<file path="config.mk">
export PLATFORM = sky130hd
export DESIGN_NAME = uart_tx
export DESIGN_NICKNAME = d
export VERILOG_FILES = /design/src/rtl/uart_tx.sv
export SDC_FILE = /design/constraint.sdc
export NUM_CORES = 1
export LEC_CHECK = 0
export BUFFER_PORTS_ARGS = -buffer_cell sky130_fd_sc_hd__buf_2
export CAP_MARGIN = 10
export CORE_UTILIZATION = 55
export CTS_CLUSTER_DIAMETER = 120
export DETAILED_ROUTE_END_ITERATION = 12
export PLACE_DENSITY = 0.77
export SYNTH_ARGS = -nofsm -noshare
export SYNTH_HDL_FRONTEND = slang
export SYNTH_SLANG_ARGS = --single-unit
</file>
<file path="constraint.sdc">
create_clock -name CLK -period 4 [get_ports CLK]
set_input_delay 0.6 -clock CLK [delete_from_list [all_inputs] [get_ports CLK]]
set_output_delay 0.6 -clock CLK [all_outputs]
set_load 0.02 [all_outputs]
</file>
<file path="src/rtl/uart_tx.sv">
// rtl/uart_tx.sv - UART transmitter: start, DATA_WIDTH bits LSB first, optional parity, one stop bit.
// Define UART_TX_BUFFER_EN to add a one-entry holding register for back-to-back frames.
module uart_tx #(
  parameter int DATA_WIDTH = 8,
  parameter int PRESCALE   = 8
) (
  input  logic                  CLK,
  input  logic                  RST,
  input  logic [DATA_WIDTH-1:0] PData,
  input  logic                  DataValid,
  input  logic                  ParityEn,
  input  logic                  ParityType,
  output logic                  TX_OUT,
  output logic                  Ready,
  output logic                  Busy
);

  localparam int PW = (PRESCALE > 1) ? $clog2(PRESCALE) : 1;
  localparam int BW = $clog2(DATA_WIDTH + 1);
  localparam logic [PW-1:0] PRESC_MAX = PW'(PRESCALE - 1);
  localparam logic [BW-1:0] BIT_LAST  = BW'(DATA_WIDTH - 1);

  typedef enum logic [2:0] {
    S_IDLE   = 3'd0,
    S_START  = 3'd1,
    S_DATA   = 3'd2,
    S_PARITY = 3'd3,
    S_STOP   = 3'd4
  } state_e;

  state_e                  state_q, state_d;
  logic [PW-1:0]           presc_q, presc_d;
  logic [BW-1:0]           bit_q, bit_d;
  logic [DATA_WIDTH-1:0]   shift_q, shift_d;
  logic                    par_en_q, par_en_d;
  logic                    par_bit_q, par_bit_d;
  logic                    tx_q, tx_d;

  logic                    tick;
  logic                    accept;
  logic                    stop_end;
  logic                    launch;
  logic [DATA_WIDTH-1:0]   src_data;
  logic                    src_par_en;
  logic                    src_par_bit;
  logic                    in_par_bit;

  assign tick       = (presc_q == PRESC_MAX);
  assign accept     = DataValid & Ready;
  assign stop_end   = (state_q == S_STOP) && tick;
  assign in_par_bit = (^PData) ^ ParityType;

`ifdef UART_TX_BUFFER_EN
  logic [DATA_WIDTH-1:0] hold_q;
  logic                  hold_par_en_q;
  logic                  hold_par_bit_q;
  logic                  hold_vld_q;
  logic                  load_hold;
  logic                  drain;

  // A new frame starts from IDLE or straight out of STOP; a pending held byte has priority.
  assign Ready       = !hold_vld_q;
  assign launch      = ((state_q == S_IDLE) || stop_end) && (hold_vld_q || accept);
  assign drain       = launch && hold_vld_q;
  assign load_hold   = accept && !launch;
  assign src_data    = hold_vld_q ? hold_q         : PData;
  assign src_par_en  = hold_vld_q ? hold_par_en_q  : ParityEn;
  assign src_par_bit = hold_vld_q ? hold_par_bit_q : in_par_bit;

  always_ff @(posedge CLK or negedge RST) begin
    if (!RST) begin
      hold_q         <= '0;
      hold_par_en_q  <= 1'b0;
      hold_par_bit_q <= 1'b0;
      hold_vld_q     <= 1'b0;
    end else if (load_hold) begin
      hold_q         <= PData;
      hold_par_en_q  <= ParityEn;
      hold_par_bit_q <= in_par_bit;
      hold_vld_q     <= 1'b1;
    end else if (drain) begin
      hold_vld_q     <= 1'b0;
    end
  end
`else
  assign Ready       = (state_q == S_IDLE);
  assign launch      = accept;
  assign src_data    = PData;
  assign src_par_en  = ParityEn;
  assign src_par_bit = in_par_bit;
`endif

  always_ff @(posedge CLK or negedge RST) begin
    if (!RST) begin
      state_q   <= S_IDLE;
      presc_q   <= '0;
      bit_q     <= '0;
      shift_q   <= '0;
      par_en_q  <= 1'b0;
      par_bit_q <= 1'b0;
      tx_q      <= 1'b1;
    end else begin
      state_q   <= state_d;
      presc_q   <= presc_d;
      bit_q     <= bit_d;
      shift_q   <= shift_d;
      par_en_q  <= par_en_d;
      par_bit_q <= par_bit_d;
      tx_q      <= tx_d;
    end
  end

  always_comb begin
    state_d   = state_q;
    presc_d   = presc_q;
    bit_d     = bit_q;
    shift_d   = shift_q;
    par_en_d  = par_en_q;
    par_bit_d = par_bit_q;

    if (state_q != S_IDLE) begin
      presc_d = tick ? '0 : presc_q + PW'(1);
    end

    case (state_q)
      S_IDLE: begin
        if (launch) begin
          state_d = S_START;
        end
      end
      S_START: begin
        if (tick) begin
          state_d = S_DATA;
          bit_d   = '0;
        end
      end
      S_DATA: begin
        if (tick) begin
          shift_d = shift_q >> 1;
          if (bit_q == BIT_LAST) begin
            bit_d   = '0;
            state_d = par_en_q ? S_PARITY : S_STOP;
          end else begin
            bit_d = bit_q + BW'(1);
          end
        end
      end
      S_PARITY: begin
        if (tick) begin
          state_d = S_STOP;
        end
      end
      S_STOP: begin
        if (tick) begin
          state_d = launch ? S_START : S_IDLE;
        end
      end
      default: begin
        state_d = S_IDLE;
      end
    endcase

    if (launch) begin
      shift_d   = src_data;
      par_en_d  = src_par_en;
      par_bit_d = src_par_bit;
      presc_d   = '0;
      bit_d     = '0;
    end
  end

  // Line level is decoded from the next state so TX_OUT stays aligned with the state register.
  always_comb begin
    tx_d = 1'b1;
    case (state_d)
      S_START:  tx_d = 1'b0;
      S_DATA:   tx_d = shift_d[0];
      S_PARITY: tx_d = par_bit_d;
      default:  tx_d = 1'b1;
    endcase
  end

  assign TX_OUT = tx_q;
  assign Busy   = (state_q != S_IDLE);

endmodule

</file>
==> flow_summary_export.csv <==
group,metric,value,unit
cells_and_area,final_common_cell,"dfrtp_1",
yosys,synth_top_cell_by_area,"dfrtp_1",
clock_network,cts_buffers,3,
floorplan,coreArea,0.00198,mm2
route,routed_wl,2.05,mm
worst_setup_path,slowest_delay,0.53,ns
yosys,synth_cells,107,
power,power,0.341,mW
run,cap_viol_max_count,0,
sta,clock_skew,0.00181,ns
worst_setup_path,crit_slowest_cell,"dfrtp_1",
floorplan,die-area,0.00230,mm2
clock_network,post-cts-setup-buffers,0,
route,drt_iter0_drc,44,
place,io_buffer_count,15,
worst_setup_path,startpoint_type,"flip-flop",
worst_setup_path,r2r-start,"presc_q[0]",
route,drcViolationCount,0,
power,leakage,0.644,nW
grt,antenna_found_initial,0,
route,vias_per_cell,5.76,
cells_and_area,drive_above_1_share,25.4,%
worst_setup_path,crit_chain,"nor2_4 > nand2_4 > inv_4 > buf_2",
cells_and_area,fin_nets,140,
clock_network,post_cts_resized,0,
yosys,synth.avg_cell_area,10.9,um2
sta,min_period_over_period,48.7,%
clock_network,cts_tree,"yes",
yosys,synth_top_area_share,43.1,%
floorplan,start_util,58.6,%
yosys,seq_area_frac_synth,45.4,%
route,ant_nets,0,
grt,grt_pass1_wl,3.12,mm
sta,final_period_minus_worst_setup_slack,1.95,ns
worst_setup_path,cp_num_buf_inv,2,
yosys,ys_types,44,
floorplan,std_cell_rows,16,
grt,grt_usage,20.1,%
worst_setup_path,crit_type,"reg2out",
route,first_pass_iters,7,
yosys,synth_edf_count,0,
yosys,synthTopCellsByArea,"dfrtp_1 (43%), a222oi_1 (5.2%), ha_1 (4.3%), xnor2_1 (3.8%), nand2_1 (3.2%)",
yosys,ys.flop_type,"dfrtp_1",
clock_network,htree_num_levels,1,
worst_setup_path,worstRegToRegCells,7,
clock_network,clock_latency,0.29,ns
cells_and_area,fin_area,0.00127,mm2
floorplan,die_w,47.9,um
outcome,outcome,"finished clean",
sta,final-hold-violation-count,0,
worst_setup_path,critPathRequiredTime,3.40,ns
yosys,syn-cell-area,0.00116,mm2
yosys,async_flop_share,100,%
worst_setup_path,cp-end-kind,"output pin",
worst_setup_path,rr_endpoint,"shift_q[6]",
place,place_area,0.00124,mm2
yosys,syn_nets,124,
sta,rsz0062_at_grt,"false",
power,ir_worst_vdd,243,uV
grt,first_global_vias,701,
route,num_vias,858,
cells_and_area,area_growth,9.16,%
worst_setup_path,cpLargestDelayFamily,"flip-flops",
hold_path,hold_class,"in2async",
yosys,ys_seq_elements,21,
cells_and_area,final_core_util,64.0,%
route,wl_per_cell,13.8,um
sta,worst_pin_slew,0.454,ns
clock_network,cts_sinks,21,
sta,setup_viol,0,
worst_setup_path,cp.arrival,1.35,ns
worst_setup_path,r2r_setup_slack,2.09,ns
sta,slew_viol_final,0,
cells_and_area,num_antenna_cells,0,
clock_network,root_buffer,"clkbuf_4",
cells_and_area,final_cell_mix,"dfrtp_1 (20), buf_2 (15), nand2_1 (10), inv_1 (7), a222oi_1 (6)",
floorplan,io_pins,16,
worst_setup_path,crit_start,"state_q[1]",
yosys,ys_warn_count,0,
sta,clock.fmax,513,MHz
sta,tns,0,ns
sta,relSlewSlack,69.7,%
clock_network,clkTransAtPathRegs,0.11,ns
clock_network,hold_buffers,0,
place,hpwl,1.55,mm
grt,grt_overflow,0,
clock_network,cts.path.max_buffers,2,
grt,grt_max_degree,22,
floorplan,dieHeight,47.9,um
place,gp_congestion,0.786,
worst_setup_path,crit_fanout,10,
power,pwr_density_cell,269,mW/mm2
power by group:
group	switching, mW	total, mW	internal [mW]
Sequential	0	0.212	0.212
Clock	0.0610	0.0997	0.0388
Combinational	0.0134	0.0294	0.0159
Total	0.0744	0.341	0.267
final cells by class:
type	instances	area (um2)
Inverter	9	36.3
Timing Repair Buffer	15	75.1
Multi-Input combinational cell	73	569
Fill cell	163	714
Clock buffer	4	26.3
Sequential cell	21	527
Tap cell	27	33.8
per-layer routing:
layer | share of wire (%) | GRT usage (%) | routed length [um]
met5 | 0 | 0 | 0
met2 | 46 | 30.5 | 942
met1 | 50 | 29.3 | 1040
met3 | 3.2 | 2.26 | 65
met4 | 0.44 | 8.33 | 9
synth_stat cells, types with 2 or more instances:
cell,number
o21ai_0,4
nand2b_1,2
xnor2_1,5
a222oi_1,6
a21oi_1,2
nand3b_1,4
mux2_2,3
nand3_1,2
nor2_1,3
ha_1,4
a32o_1,2
a211oi_1,2
nand2_1,10
nor2b_1,2
dfrtp_1,20
inv_1,7
mux2i_1,2
how the worst max path moves through the flow:
stage | to | slack (ns) | cells after the start
4_1_cts | Ready | 2.04 | 4
3_5_place_dp | TX_OUT | 1.97 | 6
2_1_floorplan | TX_OUT | 2.20 | 5
3_3_place_gp | TX_OUT | 2.03 | 6
5_1_grt | shift_q[4] | 1.96 | 7
6_report | Ready | 2.05 | 4
flip-flops by register name, indices dropped and copies added, names as in the netlist:
name / flops
bit_q: 4
state_q: 3
par_en_q: 1
TX_OUT: 1
par_bit_q: 1
presc_q: 3
shift_q: 8
cells by family after synthesis:
family | Yosys count | synth area share [%]
DFF | 21 | 45.4
and+or+nand+nor | 34 | 17.6
buffers and inverters | 13 | 5.60
AOI/OAI and AO/OA | 23 | 16.1
xor gates and xnor gates | 7 | 6.47
muxes | 5 | 4.63
adders and majority gates | 4 | 4.31
per-stage QoR:
step	instances	hold slack, ns	setup WS [ns]
after global routing	149	0.270	1.96
after floorplan	107	0.304	2.20
after detailed placement	145	0.486	1.97
final	149	0.235	2.05
after global placement	145	0.477	2.03
after CTS	149	0.247	2.04
worst reg2reg max path, delay by kind of cell, from the launching register on:
kind,cells,cell delay (ns)
adder cells (fa/ha/maj),2,0.43
flip-flops,1,0.39
multiplexers,1,0.09
buffers and inverters,1,0.07
AND/OR/NAND/NOR,2,0.75
AO/OA/AOI/OAI,1,0.11
No activity file was read; power rests on OpenSTA's default activity.
